`config.mk`:
```
export PLATFORM = sky130hd
export DESIGN_NAME = bp_table_arbiter
export DESIGN_NICKNAME = d
export VERILOG_FILES = /design/src/rtl/bp_pkg.sv /design/src/rtl/bp_update_fifo.sv /design/src/rtl/bp_table_arbiter.sv
export SDC_FILE = /design/constraint.sdc
export NUM_CORES = 1
export LEC_CHECK = 0
export ABC_AREA = 1
export CELL_PAD_IN_SITES_DETAIL_PLACEMENT = 0
export CELL_PAD_IN_SITES_GLOBAL_PLACEMENT = 1
export CORE_MARGIN = 3
export CORE_UTILIZATION = 44
export DETAILED_ROUTE_END_ITERATION = 8
export GPL_TIMING_DRIVEN = 0
export PLACE_DENSITY = 0.83
export SLEW_MARGIN = 10
export SYNTH_ARGS = -nofsm -noshare
export SYNTH_HDL_FRONTEND = slang
export SYNTH_HIERARCHICAL = 1
export SYNTH_SLANG_ARGS = --single-unit
```
`constraint.sdc`:
```
create_clock -name clk -period 2.3 [get_ports clk]
set_input_delay 0.23 -clock clk [delete_from_list [all_inputs] [get_ports clk]]
set_output_delay 0.23 -clock clk [all_outputs]
set_load 0.03 [all_outputs]
```
`src/rtl/bp_pkg.sv`:
```
// Shared definitions for the branch-predictor table arbiter: 2-bit counter
// encoding, saturating counter update and the update-entry layout.
package bp_pkg;

    typedef logic [1:0] ctr_t;

    localparam ctr_t SNT = 2'b00;  // strong not-taken
    localparam ctr_t WNT = 2'b01;  // weak not-taken
    localparam ctr_t WT  = 2'b10;  // weak taken
    localparam ctr_t ST  = 2'b11;  // strong taken

    // Entry layout at the default index width; the top re-declares the same
    // {idx, taken} layout sized by its own IDX_W parameter.
    localparam int unsigned BP_IDX_W = 4;

    typedef struct packed {
        logic [BP_IDX_W-1:0] idx;
        logic                taken;
    } bp_upd_t;

    // Taken moves towards ST, not-taken towards SNT, both saturating.
    function automatic ctr_t ctr_next(input ctr_t cur, input logic taken);
        ctr_t nxt;
        if (taken) begin
            nxt = (cur == ST) ? ST : ctr_t'(cur + 2'd1);
        end else begin
            nxt = (cur == SNT) ? SNT : ctr_t'(cur - 2'd1);
        end
        return nxt;
    endfunction

endpackage

```
`src/rtl/bp_update_fifo.sv`:
```
// Synchronous FIFO buffering resolved-branch updates. DEPTH must be a power
// of two so the pointers wrap naturally. Push is ignored when full, pop when
// empty.
module bp_update_fifo #(
    parameter int unsigned DEPTH   = 4,
    parameter type         entry_t = logic
) (
    input  logic                     clk,
    input  logic                     rst_n,
    input  logic                     push,
    input  entry_t                   push_data,
    input  logic                     pop,
    output entry_t                   head,
    output logic [$clog2(DEPTH):0]   count,
    output logic                     full,
    output logic                     empty
);

    localparam int unsigned PTR_W = $clog2(DEPTH);
    localparam int unsigned CNT_W = PTR_W + 1;
    localparam logic [PTR_W-1:0] PTR_ONE  = 1;
    localparam logic [CNT_W-1:0] CNT_ONE  = 1;
    localparam logic [CNT_W-1:0] CNT_FULL = CNT_W'(DEPTH);

    entry_t           mem_q [DEPTH];
    logic [PTR_W-1:0] wr_ptr_q;
    logic [PTR_W-1:0] rd_ptr_q;
    logic [CNT_W-1:0] count_q;
    logic             do_push;
    logic             do_pop;

    assign full    = (count_q == CNT_FULL);
    assign empty   = (count_q == '0);
    assign do_push = push && !full;
    assign do_pop  = pop && !empty;
    assign head    = mem_q[rd_ptr_q];
    assign count   = count_q;

    // Pointer and occupancy bookkeeping; reset drops all buffered entries.
    always_ff @(posedge clk or negedge rst_n) begin
        if (!rst_n) begin
            wr_ptr_q <= '0;
            rd_ptr_q <= '0;
            count_q  <= '0;
        end else begin
            if (do_push) wr_ptr_q <= wr_ptr_q + PTR_ONE;
            if (do_pop)  rd_ptr_q <= rd_ptr_q + PTR_ONE;
            if (do_push && !do_pop) begin
                count_q <= count_q + CNT_ONE;
            end else if (!do_push && do_pop) begin
                count_q <= count_q - CNT_ONE;
            end
        end
    end

    // Entry storage; contents are only meaningful while counted as valid.
    always_ff @(posedge clk) begin
        if (do_push) mem_q[wr_ptr_q] <= push_data;
    end

endmodule

```
`src/rtl/bp_table_arbiter.sv`:
```
// Single-ported 2-bit counter table shared between a prediction lookup port
// and a buffered resolution-update port. Lookups win the table unless the
// update FIFO is full; otherwise the FIFO head drains whenever the table is
// idle. Optional gshare indexing is enabled with the BP_GSHARE_EN macro.
module bp_table_arbiter
    import bp_pkg::*;
#(
    parameter int unsigned IDX_W      = 4,
    parameter int unsigned FIFO_DEPTH = 4
) (
    input  logic                          clk,
    input  logic                          rst_n,
    input  logic                          req_valid,
    input  logic [IDX_W-1:0]              req_idx,
    output logic                          req_ready,
    output logic                          pred_valid,
    output logic                          pred_taken,
    input  logic                          upd_valid,
    input  logic [IDX_W-1:0]              upd_idx,
    input  logic                          upd_taken,
    output logic                          upd_ready,
    output logic [$clog2(FIFO_DEPTH):0]   fifo_count
);

    localparam int unsigned ENTRIES = 2 ** IDX_W;

    typedef struct packed {
        logic [IDX_W-1:0] idx;
        logic             taken;
    } upd_entry_t;

    ctr_t             table_q [ENTRIES];
    logic             pred_valid_q;
    logic             pred_taken_q;
    upd_entry_t       enq_entry;
    upd_entry_t       head;
    logic             fifo_full;
    logic             fifo_empty;
    logic             accept;
    logic             enq;
    logic             drain;
    logic [IDX_W-1:0] lookup_idx;

`ifdef BP_GSHARE_EN
    logic [IDX_W-1:0] ghr_q;

    assign lookup_idx = req_idx ^ ghr_q;
    assign enq_entry  = '{idx: upd_idx ^ ghr_q, taken: upd_taken};

    // Global history: shift in each outcome as it is accepted into the FIFO.
    always_ff @(posedge clk or negedge rst_n) begin
        if (!rst_n) begin
            ghr_q <= '0;
        end else if (enq) begin
            ghr_q <= {ghr_q[IDX_W-2:0], upd_taken};
        end
    end
`else
    assign lookup_idx = req_idx;
    assign enq_entry  = '{idx: upd_idx, taken: upd_taken};
`endif

    // A full FIFO takes the table away from the lookup port for one drain.
    assign req_ready = !fifo_full;
    assign upd_ready = !fifo_full;
    assign accept    = req_valid && req_ready;
    assign enq       = upd_valid && upd_ready;
    assign drain     = !fifo_empty && !accept;

    bp_update_fifo #(
        .DEPTH   (FIFO_DEPTH),
        .entry_t (upd_entry_t)
    ) u_fifo (
        .clk       (clk),
        .rst_n     (rst_n),
        .push      (enq),
        .push_data (enq_entry),
        .pop       (drain),
        .head      (head),
        .count     (fifo_count),
        .full      (fifo_full),
        .empty     (fifo_empty)
    );

    // Counter table: read-modify-write of the FIFO head on a drain cycle.
    always_ff @(posedge clk or negedge rst_n) begin
        if (!rst_n) begin
            for (int i = 0; i < ENTRIES; i++) begin
                table_q[i] <= SNT;
            end
        end else if (drain) begin
            table_q[head.idx] <= ctr_next(table_q[head.idx], head.taken);
        end
    end

    // Registered prediction; the direction holds when nothing is accepted.
    always_ff @(posedge clk or negedge rst_n) begin
        if (!rst_n) begin
            pred_valid_q <= 1'b0;
            pred_taken_q <= 1'b0;
        end else begin
            pred_valid_q <= accept;
            if (accept) pred_taken_q <= table_q[lookup_idx][1];
        end
    end

    assign pred_valid = pred_valid_q;
    assign pred_taken = pred_taken_q;

endmodule

```
==> Flow_metrics.wiki <==
{| class="wikitable"
! Metric !! Value
|-
| Result of the run || finished with violations
|-
| Violations in the final reports || negative setup slack
|-
| Synthesized instance count || around 430
|-
| DRT iter0 DRCs || about 170
|-
| Distinct cell type count of the synthesized netlist || 28
|-
| Relative contribution of the clock network to total power || roughly 13%
|-
| Area of the die || around 8600 µm²
|-
| Effective utilization at floorplan || between 40% and 50%
|-
| Relative area change from synthesis to final layout || 31.2%
|-
| Largest fanout of any net on the critical path || 5
|-
| Largest vdd supply drop || about 0.83 mV
|-
| DR DRC count || 0
|-
| Antenna diode instance count || 0
|-
| Fin crit share || 103%
|-
| Leakage dissipation || about 2.2 nW
|-
| Sequential group share of total power || a little under a quarter
|-
| Register bit count reported by yosys || a little over 60
|-
| Simple-gate share of the synthesized area || between 30% and 40%
|-
| Post-route worst setup slack || -0.0753 ns
|-
| Largest family of logic cells by synthesized area || simple AND/OR/NAND/NOR gates
|-
| P_sw || roughly 0.0034 W
|-
| Floorplan row count || 30
|-
| Overall power || ~0.0073 W
|-
| Clock Sinks || 61
|-
| Number of hold violations in the final report || 0
|-
| Fraction of synthesized cell area in xor and xnor cells || less than 1%
|-
| Remaining max-slew budget at the tightest pin || 65.6%
|-
| Horiz. Die Dim || 92.7 µm
|-
| Switching share of total power || 46.4%
|-
| PwrDens || 1690 nW/µm²
|-
| Layout cell share with drive strength beyond 1 || 24.8%
|-
| Worst-skew pair later-pin latency || about 0.34 ns
|-
| Total via count after detailed routing || about 2,900
|-
| Number of vias per cell || around 5.0
|-
| Total number of yosys warnings || 6
|-
| Clock period minus worst slack || 2.38 ns
|-
| Worst-path clk slew || around 0.07 ns
|-
| Complex-gate fraction of the synthesized area || under 10%
|-
| Synth Area in Adders || 2.50%
|-
| Vias in the first global route || approximately 2,800
|-
| Mux cell area share after synthesis || 0%
|-
| Worst R2R End || table_q[6]
|-
| Post-Route Setup TNS || -0.948 ns
|-
| Layout Utilization || 61.8%
|-
| Syn_nets || 450
|-
| Register area share after synthesis || 49.2%
|-
| Cell internal power dissipation || around 0.0039 W
|-
| Setup violations, final || 29
|-
| Combinational share of power || a little over three fifths
|-
| Pre-antenna DRT Iters || 4
|-
| Num CTS Buffers || 9
|-
| Top-level port count || 20
|-
| Area of the placeable core || around 7000 µm²
|-
| CTS Root Buffer Type || sky130_fd_sc_hd__clkbuf_8
|-
| Arrival time at the worst endpoint || roughly 2.7 ns
|-
| Worst hold path class || in -> async
|-
| Remaining antenna violation count || 0
|-
| TritonCTS clock tree || yes
|-
| R2R depth || 18
|-
| Critical setup path kind || reg -> reg
|-
| Number of antenna violations at the first check in global routing || 0
|-
| Sort of element at the end of the critical path || flip-flop
|-
| Worst setup skew after layout || about 0.0092 ns
|-
| Deepest level of the CTS H-tree || 3
|-
| Startpoint type of the worst setup path || flip-flop
|-
| Setup slack of the worst register-to-register path || -0.08 ns
|-
| Gpl congestion || around 0.86
|-
| Placed wire-length estimate || a little under 6000 µm
|-
| Least-Margin Pin Slew || ~0.51 ns
|-
| Final Max Tran Viols || 0
|-
| Overall fraction of global-route tracks in use || between 20% and 30%
|-
| Synthesized area per cell || between 7 and 8 µm²
|-
| Data required time of the critical path || around 2.6 ns
|-
| Top achievable clock speed || ~0.42 GHz
|-
| First-pass GRT wire length || 13,700 µm
|-
| Routed wire per std cell || between 10 and 15 µm
|-
| Unrepaired setup endpoints after global routing || true
|-
| Max Root-Sink Buffers || 2
|-
| Final net count || 510
|-
| Total routed wirelength || 8570 µm
|-
| GRT Residual Overflow || 0
|-
| Total of max-cap violations || 0
|-
| Cell area after synthesis || approximately 3300 µm²
|-
| Worst r2r src || u_fifo/rd_ptr_q[0]
|-
| Pin count of the biggest net entering global routing || 29
|-
| Height of the die || approximately 90 µm
|-
| Port Buffers || 18
|}
-- metrics by stage --
step / setup WS (ns) / hold WS, ns / instances / area (µm²)
finish: -0.0753 / 0.337 / 592 / 4340
global route: -0.168 / 0.353 / 592 / 4340
CTS: 0.00180 / 0.348 / 576 / 3990
detailed placement: -0.333 / 0.174 / 546 / 3630
global placement: -0.383 / 0.463 / 545 / 3610
floorplan: 0.00819 / -0.0656 / 431 / 3310
-- critical path, stage by stage (launching register included) --
cell and delay (ns):
sky130_fd_sc_hd__dfrtp_1 0.39, sky130_fd_sc_hd__inv_2 0.12, sky130_fd_sc_hd__buf_8 0.12, sky130_fd_sc_hd__nand2_1 0.05
sky130_fd_sc_hd__o211ai_1 0.10, sky130_fd_sc_hd__nand2_2 0.14, sky130_fd_sc_hd__buf_4 0.17, sky130_fd_sc_hd__nand2_4 0.09
sky130_fd_sc_hd__inv_2 0.07, sky130_fd_sc_hd__nand2_1 0.07, sky130_fd_sc_hd__nand2_1 0.07, sky130_fd_sc_hd__o21ai_2 0.15
sky130_fd_sc_hd__nand2_1 0.11, sky130_fd_sc_hd__nor2_4 0.17, sky130_fd_sc_hd__nand2_4 0.07, sky130_fd_sc_hd__nand2_4 0.13
sky130_fd_sc_hd__clkbuf_16 0.17, sky130_fd_sc_hd__nand2_1 0.05, sky130_fd_sc_hd__nand2_1 0.06
-- synthesized netlist by cell type --
library cell               instances  share of area, %
sky130_fd_sc_hd__a21oi_1           2              0.30
sky130_fd_sc_hd__nor2_1           36               4.1
sky130_fd_sc_hd__xnor2_1           1              0.26
sky130_fd_sc_hd__nand3_1          25               3.8
sky130_fd_sc_hd__buf_2             3              0.45
sky130_fd_sc_hd__clkbuf_8          1              0.42
sky130_fd_sc_hd__nand2_4           2              0.68
sky130_fd_sc_hd__o21ai_4           1              0.49
sky130_fd_sc_hd__buf_6             4               1.4
sky130_fd_sc_hd__nor2_2            3              0.57
sky130_fd_sc_hd__edfxtp_1         20                18
sky130_fd_sc_hd__buf_4             2              0.45
sky130_fd_sc_hd__ha_1              5               1.9
sky130_fd_sc_hd__nand2_2           4              0.76
sky130_fd_sc_hd__o21ai_1           1              0.15
sky130_fd_sc_hd__nand2_1         190                22
sky130_fd_sc_hd__nand3b_1          1              0.23
sky130_fd_sc_hd__fa_1              1              0.61
sky130_fd_sc_hd__inv_2             3              0.34
sky130_fd_sc_hd__o221ai_1          4               1.1
sky130_fd_sc_hd__nand4_1           2              0.38
sky130_fd_sc_hd__o211ai_2          1              0.38
sky130_fd_sc_hd__o21ai_0           6              0.91
sky130_fd_sc_hd__o21bai_1          4              0.91
sky130_fd_sc_hd__inv_1            58               6.6
sky130_fd_sc_hd__dfrtp_1          41                31
sky130_fd_sc_hd__clkbuf_1          1              0.11
sky130_fd_sc_hd__o211ai_1          9               2.0
-- cells in the final DEF, fill, tap and decap left out, types with 16 or more instances in the layout --
cell,instances
sky130_fd_sc_hd__buf_4,24
sky130_fd_sc_hd__dfrtp_1,38
sky130_fd_sc_hd__nor2_1,32
sky130_fd_sc_hd__nand2_1,164
sky130_fd_sc_hd__clkdlybuf4s50_1,17
sky130_fd_sc_hd__nand2_2,25
sky130_fd_sc_hd__nand3_2,16
sky130_fd_sc_hd__inv_1,55
sky130_fd_sc_hd__edfxtp_1,20
-- registers in the layout (all words and copies together), names as in the netlist --
| register | flops |
|---|---|
| u_fifo/rd_ptr_q | 2 |
| u_fifo/count | 3 |
| table_q | 32 |
| pred_valid | 1 |
| pred_taken | 1 |
| u_fifo/mem_q | 20 |
| u_fifo/wr_ptr_q | 2 |
-- worst max-delay path by stage --
| stage | start | endpoint | slack (ns) | depth (start not counted) |
|---|---|---|---|---|
| final | u_fifo/rd_ptr_q[0] | table_q[6] | -0.08 | 18 |
| after CTS | u_fifo/rd_ptr_q[0] | table_q[29] | 0.002 | 18 |
| after floorplan | u_fifo/count[0] | u_fifo/count[2] | 0.008 | 15 |
| after detailed placement | u_fifo/rd_ptr_q[0] | table_q[19] | -0.33 | 17 |
| after global routing | u_fifo/rd_ptr_q[0] | table_q[6] | -0.17 | 18 |
| after global placement | rst_n | u_fifo/count[0] | -0.38 | 1 |
-- routing by layer --
layer  vias to the layer above  GRT usage, %  part of all wire [%]  routed length, µm
met4                         0          8.30                   1.5                130
met1                      1399          29.1                    48               4100
met3                        16          4.47                   5.2                444
met5                         -             0                     0                  0
li1                       1459             -                     -                  -
met2                        67          31.3                    45               3900
-- timing repair --
item / in CTS / in global routing
pin swaps: 6 / 14
endpoints found under the setup margin: 33 / 34
cloned: 2 / 3
setup buffers: 11 / 13
hold buffers: 1 / 0
endpoints found under the hold margin: 13 / 0
resized for setup: 16 / 58
-- power groups by stage --
stage / clock network (W) / logic [W] / registers, W
finish: 0.000941 / 0.00461 / 0.00175
global route: 0.00101 / 0.00497 / 0.00180
CTS: 0.000959 / 0.00359 / 0.00175
detailed placement: 0 / 0.00299 / 0.00177
global placement: 0 / 0.00295 / 0.00177
floorplan: 0 / 0.00207 / 0.00177
-- kinds of logic after synthesis --
| family | after synthesis |
|---|---|
| and+or+nand+nor | 263 |
| buffers and inverters | 72 |
| DFF | 61 |
| xor gates and xnor gates | 1 |
| adders and majority gates | 6 |
| AOI/OAI and AO/OA | 28 |
-- cell type report --
class	count	area [µm²]
multi-input combinational	298	1570
tap	96	120
clock buffer	9	124
buffer	11	120
timing repair buffer	49	475
sequential	61	1630
fill	627	2680
inverter	61	231
clock inverter	7	66.3
Note: power is estimated with default switching activity, not from simulation.
